--- config.mk ---
export PLATFORM = sky130hd
export DESIGN_NAME = esp_frame_tx_flat
export DESIGN_NICKNAME = d
export VERILOG_FILES = /design/src/rtl/esp_frame_tx_if.sv /design/src/rtl/esp_frame_tx.sv /design/src/flat_wrapper.sv
export SDC_FILE = /design/constraint.sdc
export NUM_CORES = 1
export LEC_CHECK = 0
export ABC_AREA = 1
export BUFFER_PORTS_ARGS = -buffer_cell sky130_fd_sc_hd__buf_2
export CAP_MARGIN = 20
export CORE_ASPECT_RATIO = 1.75
export CORE_MARGIN = 2
export CORE_UTILIZATION = 63
export CTS_CLUSTER_DIAMETER = 60
export DETAILED_ROUTE_END_ITERATION = 10
export PLACE_DENSITY = 0.95
export SYNTH_ARGS = -nofsm -noshare
export SYNTH_HDL_FRONTEND = slang
export SYNTH_SLANG_ARGS = --single-unit
--- constraint.sdc ---
create_clock -name clk_clk -period 4 [get_ports clk_clk]
set_clock_uncertainty 0.2 [all_clocks]
set_input_delay 0.6 -clock clk_clk [delete_from_list [all_inputs] [get_ports clk_clk]]
set_output_delay 0.6 -clock clk_clk [all_outputs]
set_load 0.02 [all_outputs]
--- src/rtl/esp_frame_tx_if.sv ---
// Bundle of the ESP PIO inputs and the UART/status outputs of esp_frame_tx.
interface esp_frame_tx_if;
    logic [7:0]  esp_data;
    logic [1:0]  esp_type;
    logic        esp_txd;
    logic        busy;
    logic [15:0] frame_count;

    // Software/PIO side: drives the payload, observes line and status
    modport master (
        output esp_data,
        output esp_type,
        input  esp_txd,
        input  busy,
        input  frame_count
    );

    // Framer side
    modport slave (
        input  esp_data,
        input  esp_type,
        output esp_txd,
        output busy,
        output frame_count
    );
endinterface

--- src/rtl/esp_frame_tx.sv ---
// Watches the {type,data} PIO pair and sends each new value as a 4-byte
// UART 8N1 frame: START, TYPE, DATA, CHK. Updates arriving mid-frame coalesce.
module esp_frame_tx #(
    parameter int unsigned CLKS_PER_BIT = 434,
    parameter logic [7:0]  START_BYTE   = 8'hA5
) (
    input  logic           clk_clk,
    input  logic           reset_reset,
    esp_frame_tx_if.slave  bus
);

    localparam int unsigned TMR_W = $clog2(CLKS_PER_BIT);
    localparam logic [TMR_W-1:0] TMR_LAST = TMR_W'(CLKS_PER_BIT - 1);

    typedef enum logic [1:0] {
        S_IDLE,
        S_START,
        S_DATA,
        S_STOP
    } state_t;

    state_t            r_state;
    logic [TMR_W-1:0]  r_tmr;
    logic [2:0]        r_bit_idx;
    logic [1:0]        r_byte_idx;
    logic [9:0]        r_in_q;
    logic [9:0]        r_sent_q;
    logic              r_txd;
    logic              r_busy;
    logic [15:0]       r_frame_count;

    state_t            w_state_nxt;
    logic [TMR_W-1:0]  w_tmr_nxt;
    logic [2:0]        w_bit_idx_nxt;
    logic [1:0]        w_byte_idx_nxt;
    logic [9:0]        w_sent_q_nxt;
    logic              w_txd_nxt;
    logic              w_busy_nxt;
    logic [15:0]       w_frame_count_nxt;
    logic              w_tmr_done;
    logic [2:0]        w_bit_inc;
    logic [7:0]        w_chk;
    logic [7:0]        w_byte_cur;

    assign w_tmr_done = (r_tmr == TMR_LAST);
    assign w_bit_inc  = r_bit_idx + 3'd1;
    assign w_chk      = START_BYTE ^ {6'b0, r_sent_q[9:8]} ^ r_sent_q[7:0];

    // Byte currently on the line, built from the snapshot latched at the trigger
    always_comb begin
        w_byte_cur = w_chk;
        unique case (r_byte_idx)
            2'd0:    w_byte_cur = START_BYTE;
            2'd1:    w_byte_cur = {6'b0, r_sent_q[9:8]};
            2'd2:    w_byte_cur = r_sent_q[7:0];
            default: w_byte_cur = w_chk;
        endcase
    end

    // Next-state, bit timing and registered-output values
    always_comb begin
        w_state_nxt       = r_state;
        w_tmr_nxt         = w_tmr_done ? '0 : r_tmr + TMR_W'(1);
        w_bit_idx_nxt     = r_bit_idx;
        w_byte_idx_nxt    = r_byte_idx;
        w_sent_q_nxt      = r_sent_q;
        w_txd_nxt         = r_txd;
        w_busy_nxt        = r_busy;
        w_frame_count_nxt = r_frame_count;

        unique case (r_state)
            S_IDLE: begin
                w_tmr_nxt = '0;
                if (r_in_q != r_sent_q) begin
                    w_state_nxt    = S_START;
                    w_sent_q_nxt   = r_in_q;
                    w_byte_idx_nxt = 2'd0;
                    w_bit_idx_nxt  = 3'd0;
                    w_txd_nxt      = 1'b0;
                    w_busy_nxt     = 1'b1;
                end
            end
            S_START: begin
                if (w_tmr_done) begin
                    w_state_nxt   = S_DATA;
                    w_bit_idx_nxt = 3'd0;
                    w_txd_nxt     = w_byte_cur[0];
                end
            end
            S_DATA: begin
                if (w_tmr_done) begin
                    if (r_bit_idx == 3'd7) begin
                        w_state_nxt = S_STOP;
                        w_txd_nxt   = 1'b1;
                    end else begin
                        w_bit_idx_nxt = w_bit_inc;
                        w_txd_nxt     = w_byte_cur[w_bit_inc];
                    end
                end
            end
            S_STOP: begin
                if (w_tmr_done) begin
                    if (r_byte_idx == 2'd3) begin
                        w_state_nxt       = S_IDLE;
                        w_busy_nxt        = 1'b0;
                        w_frame_count_nxt = r_frame_count + 16'd1;
                    end else begin
                        w_state_nxt    = S_START;
                        w_byte_idx_nxt = r_byte_idx + 2'd1;
                        w_txd_nxt      = 1'b0;
                    end
                end
            end
            default: begin
                w_state_nxt = S_IDLE;
                w_txd_nxt   = 1'b1;
                w_busy_nxt  = 1'b0;
            end
        endcase
    end

    // State, input capture and output registers; reset aborts any frame
    always_ff @(posedge clk_clk) begin
        if (reset_reset) begin
            r_state       <= S_IDLE;
            r_tmr         <= '0;
            r_bit_idx     <= 3'd0;
            r_byte_idx    <= 2'd0;
            r_in_q        <= 10'd0;
            r_sent_q      <= 10'd0;
            r_txd         <= 1'b1;
            r_busy        <= 1'b0;
            r_frame_count <= 16'd0;
        end else begin
            r_state       <= w_state_nxt;
            r_tmr         <= w_tmr_nxt;
            r_bit_idx     <= w_bit_idx_nxt;
            r_byte_idx    <= w_byte_idx_nxt;
            r_in_q        <= {bus.esp_type, bus.esp_data};
            r_sent_q      <= w_sent_q_nxt;
            r_txd         <= w_txd_nxt;
            r_busy        <= w_busy_nxt;
            r_frame_count <= w_frame_count_nxt;
        end
    end

    assign bus.esp_txd     = r_txd;
    assign bus.busy        = r_busy;
    assign bus.frame_count = r_frame_count;

endmodule

--- src/flat_wrapper.sv ---
// flat-port wrapper written by rule: the top's interface ports become plain ports
module esp_frame_tx_flat 
#(
    parameter int unsigned CLKS_PER_BIT = 434,
    parameter logic [7:0]  START_BYTE   = 8'hA5
)
  (clk_clk, reset_reset, bus_esp_data, bus_esp_type, bus_esp_txd, bus_busy, bus_frame_count);
  esp_frame_tx_if bus_i ();
  input  logic clk_clk;
  input  logic reset_reset;
  input wire logic [$bits(bus_i.esp_data)-1:0] bus_esp_data;
  input wire logic [$bits(bus_i.esp_type)-1:0] bus_esp_type;
  output wire logic [$bits(bus_i.esp_txd)-1:0] bus_esp_txd;
  output wire logic [$bits(bus_i.busy)-1:0] bus_busy;
  output wire logic [$bits(bus_i.frame_count)-1:0] bus_frame_count;
  assign bus_i.esp_data = bus_esp_data;
  assign bus_i.esp_type = bus_esp_type;
  assign bus_esp_txd = bus_i.esp_txd;
  assign bus_busy = bus_i.busy;
  assign bus_frame_count = bus_i.frame_count;
  esp_frame_tx #(.CLKS_PER_BIT(CLKS_PER_BIT), .START_BYTE(START_BYTE)) u_core (.clk_clk(clk_clk), .reset_reset(reset_reset), .bus(bus_i));
endmodule
-- Yosys cells after proc, flatten, opt, wreduce, memory -nomap -nowiden
Index checks and enable logic that the tools add are counted.
- add/sub/neg operators: 4
- order comparisons: 1
- equality and inequality tests: 17
- mux-type cells: 30
- bitwise operators: 2
- reduce and logical (&&, ||, !) cells: 12
- operators by type and width (kind ; number):
    $pmux W8 S3 ; 1
    $add A16 B1 Y16 const B ; 1
    $mux W2 ; 8
    $reduce_and A5 Y1 ; 3
    $mux W3 ; 4
    $ne A2 B1 Y1 const B ; 6
    $mux W1 ; 11
    $ne A10 B10 Y1 ; 1
    $add A9 B1 Y9 const B ; 1
    $eq A9 B9 Y1 const B ; 1
    $pmux W3 S3 ; 1
    $eq A2 B2 Y1 const B ; 4
    $pmux W2 S4 ; 1
    $reduce_and A4 Y1 ; 2
    $xor A8 B8 Y8 ; 1
    $eq A2 B1 Y1 const B ; 2
    $logic_not A2 Y1 ; 2
    $lt A3 B4 Y1 const B ; 1
    $ne A2 B2 Y1 const B ; 2
    $not A1 Y4 ; 1
    $pmux W1 S4 ; 1
    $pmux W2 S2 ; 1
    $add A3 B1 Y3 const B ; 1
    $bmux W1 S3 ; 1
    other kinds (8) ; 8
- register bits after elaboration: 54
- bits of input ports: 12
- output and inout bits: 18
- logic and storage cells: 75

-- Longest topological paths before layout
- depth after elaboration: 8
- gate-level depth with buffers: 14
- gate-level depth less buffers: 14

-- Worst setup path before layout
Ideal clock, no wire load.
- kind: register to register
- start point: register u_core.r_state[0]
- end point: register u_core.r_frame_count[4] (netlist: u_core.bus.frame_count[4])
- arrival: 1.475 ns
- setup slack: 2.209 ns
- cell stages (with the launch flop): 9
- buffers on the path: 0
- path through: dfxtp_1 -> ha_1 -> nand2_1 -> inv_1 -> nand4_2 -> nor3b_2 -> nand3_1 -> nand2_1 -> a21oi_1
- word-level cells in the longest chain between the ends: 2
- RTL lines (element ; RTL line ; text):
    start, declared ; esp_frame_tx.sv:22 ; state_t r_state;
    start signal, assigned ; esp_frame_tx.sv:135 ; r_state <= w_state_nxt;
    $eq A2 B2 Y1 ; esp_frame_tx.sv:71 ; unique case (r_state)
    $reduce_and A3 Y1 (no source line) ; -- ;
    end signal, assigned ; esp_frame_tx.sv:143 ; r_frame_count <= w_frame_count_nxt;
    end, declared ; esp_frame_tx.sv:30 ; logic [15:0] r_frame_count;
Every way passes these cells.
A chain may end at the register's enable or synchronous reset.

-- Worst setup path after layout
- start point: register u_core.r_tmr[0]
- end point: register u_core.r_frame_count[7] (netlist: u_core.bus.frame_count[7])
- word-level cells in the longest chain between the ends: 2
- RTL lines (element ; RTL line ; text):
    start, declared ; esp_frame_tx.sv:23 ; logic [TMR_W-1:0] r_tmr;
    start signal, assigned ; esp_frame_tx.sv:136 ; r_tmr <= w_tmr_nxt;
    $eq A9 B9 Y1 ; esp_frame_tx.sv:45 ; assign w_tmr_done = (r_tmr == TMR_LAST);
    $reduce_and A3 Y1 (no source line) ; -- ;
Every way passes these cells.

==> metrics.cfg <==
[finish]
final_layout_size_suffix_gt1_share_pct = 12.3
area_growth_syn_to_layout_pct = 11.1
nets = 464
n_antenna_cell = 0

[worst_setup_path]
critPathArrivalTime_ns = 2.12
setup.reg_to_reg.worst_slack_ns = 1.90
r2r-start = u_core.r_tmr[0]$_SDFF_PP0_
worstReg2RegEnd = u_core.bus.frame_count[7]$_SDFFE_PP0P_
timing.critical_path.to = u_core.bus.frame_count[7]$_SDFFE_PP0P_
depth_of_the_most_critical_reg_to_reg_path = 9
worst-path-max-fanout = 12
required_ns = 4.02
critPathCaptureType = register
crit_cells = 9
worst_path_max_delay_cell = dfxtp_1
path_cells = ha_1 > nor3b_2 > nand3_2 > nor2_4 > nand3_2 > nor2_1 > nand2_1 > nand2_1 > nor2_1
path_class = register to register
path_buf_inv = 0
worst_setup_sp_type = register
critical-path-max-stage-delay_ns = 0.39
critPathLaunch = u_core.r_tmr[0]$_SDFF_PP0_
cell_family_contributing_the_most_delay_on_the_critical_path = simple AND/OR/NAND/NOR gates

[yosys]
yosysSeqAreaShare_pct = 37.9
synthFlopType = dfxtp_1
syn-mean-instance-area_um2 = 6.97
ys_seq_elements = 54
netlist-cell-type-count = 32
synth-edff-count = 0
synth_top_area_share_pct = 37.9
synth_fp_nets = 435
syn_inst = 409
yosys_warnings = 0
syn-cell-area_um2 = 2850
async_reset_ff_share_pct = 0
ys_top_cells_by_area = dfxtp_1 38%, nand2_1 13%, nor2_1 7.6%
yosysTopAreaCell = dfxtp_1

[timing]
tightest_slew_ns = 0.514
holdWs_ns = 0.279
fin_crit_sh_pct = 52.4
grt_setup_unrepaired = no
final.setup.tns_ns = 0
post-route-min-period_ns = 2.10
slew_headroom_pct = 65.5
finalSetupViolations = 0
drv_slew = 0
final_hold_viol_count = 0
finalWorstSetupSlack_ns = 1.90
fmax_mhz = 477

[clock_tree]
cts_buffer_depth = 2
cts_num_sinks = 54
cts_tree = yes
root_buffer = clkbuf_8
clk_transition_reported_paths_ns = 0.10
post_cts.resized_instances = 0
post_cts.repair.setup_buffers = 0
cts_made_buffers = 5
holdBufCountCts = 0
clock_tree.htree_level_count = 2
clkLatencyLatePin_ns = 0.32

[floorplanning]
fp.dieW_um = 54.9
row_count = 32
die_area_um2 = 5100
fp.coreArea_um2 = 4360
die_height_um = 93
start_util_pct = 65.3
io_pins = 30

[grt]
largest_net_degree_at_the_start_of_global_routing = 26
global_route_wire_length_before_repair_um = 10000
global_route.overflow_total = 0
number_of_global_route_vias_before_repair = 2506
grtUsageTotal_pct = 26.2
grt_antenna_before_repair = 0

[worst_hold_path]
timing.hold.worst.class = register to register

[place]
dp_worst_setup_slack_ns = 1.93
dp_hpwl_um = 4470
io_buffers = 29
gpl.final_weighted_congestion = 0.871

[detailed_routing]
firstDrtPassIters = 4
initialDrtViolationCount = 104
route.vias.total = 2662
avg_wl_per_cell_um = 12.5
drt-vias-per-instance = 5.43
wl_um = 6110
drcViolationCount = 0
detail-route-antenna-nets = 0

[power_and_ir_drop]
maximum_ir_drop_on_the_vdd_rail_mv = 0.461
cellLeakagePower_nw = 1.38
pwr_density_cell_nw_per_um2 = 552

[status]
run_status = completed

[job]
max_cap_viol_count = 0

per-layer routing:
layer / wire, µm / track usage (%)
met1: 2250 / 24.2
met2: 3360 / 47.3
met3: 272 / 4.63
met4: 233 / 18.1
met5: 0 / 0
worst min path at each step:
stage / start / endpoint / slack [ns] / cells after the start
after detailed placement: u_core.r_tmr[0]$_SDFF_PP0_ / u_core.r_tmr[0]$_SDFF_PP0_ / 0.26 / 1
after floorplan: u_core.r_tmr[0]$_SDFF_PP0_ / u_core.r_tmr[0]$_SDFF_PP0_ / 0.23 / 1
after CTS: bus_esp_data[4] / u_core.r_in_q[4]$_SDFF_PP0_ / 0.28 / 3
after global routing: bus_esp_data[3] / u_core.r_in_q[3]$_SDFF_PP0_ / 0.28 / 3
after global placement: u_core.r_tmr[0]$_SDFF_PP0_ / u_core.r_tmr[0]$_SDFF_PP0_ / 0.25 / 1
final: u_core.r_in_q[3]$_SDFF_PP0_ / u_core.r_sent_q[3]$_SDFFE_PP0P_ / 0.28 / 2
power breakdown:
part	switching (mW)	internal, mW
combinational	0.399	0.219
clock	0.182	0.251
sequential	0.0790	0.619
through the flow:
step / instances / total power [mW] / cell area (µm²) / util, %
detailed placement: 482 / 1.31 / 3030 / 69.4
CTS: 490 / 1.75 / 3170 / 72.6
floorplan: 409 / 1.17 / 2850 / -
global placement: 482 / 1.28 / 3030 / 69.4
global route: 490 / 1.88 / 3170 / 72.6
finish: 490 / 1.75 / 3170 / 72.6
cells in the mapped netlist (all sizes together), types with 4 or more instances:
| library cell | number |
|---|---|
| a21oi | 34 |
| buf | 4 |
| clkbuf | 4 |
| dfxtp | 54 |
| ha | 14 |
| inv | 52 |
| nand2 | 98 |
| nand3 | 23 |
| nand4 | 9 |
| nor2 | 62 |
| nor3 | 11 |
| nor3b | 6 |
| o21ai | 18 |
| xnor2 | 4 |
| xor2 | 5 |
tightest hold or removal path: stages, from the launching register on:
cell	delay, ns
dfxtp_1	0.31
inv_1	0.07
a21oi_1	0.06
placed cells by master (no fill, tap or decap), drive strengths merged:
cell type  Yosys  routed
nand2         98      98
nor2          62      62
dfxtp         54      54
inv           52      52
a21oi         34      34
buf            4      30
nand3         23      23
o21ai         18      18
ha            14      14
nor3          11      11
nand4          9       9
nor3b          6       6
xor2           5       5
clkbuf         4       5
xnor2          4       4
or2            3       3
o211ai         2       2
bufinv         0       2
nand3b         2       2
nor4           1       1
o21a           1       1
a31oi          1       1
and3           1       1
clkinv         0       1
registers in the layout, indices dropped and copies added, names as in the netlist:
register and cells:
u_core.r_tmr 9, u_core.bus.esp_txd 1, u_core.bus.busy 1, u_core.r_byte_idx 2
u_core.bus.frame_count 16, u_core.r_sent_q 10, u_core.r_state 2, u_core.r_bit_idx 3
u_core.r_in_q 10
cells by family (layout without fill, tap and decap cells):
kind of cell / Yosys count / count (layout) / share of synthesized area, %
xor gates and xnor gates: 9 / 9 / 2.76
DFF: 54 / 54 / 37.9
and+or+nand+nor: 216 / 216 / 34.8
buffers and inverters: 60 / 90 / 8.20
AOI/OAI and AO/OA: 56 / 56 / 10.1
adders and majority gates: 14 / 14 / 6.14
layout make-up:
cell class,instances,area (µm²)
fill,348,1200
clock inverter,3,68.8
inverter,52,195
tap,51,63.8
clock buffer,5,68.8
multi-input combinational,295,1540
sequential,54,1080
timing repair buffer,30,153
Note: power is estimated with default switching activity, not from simulation.
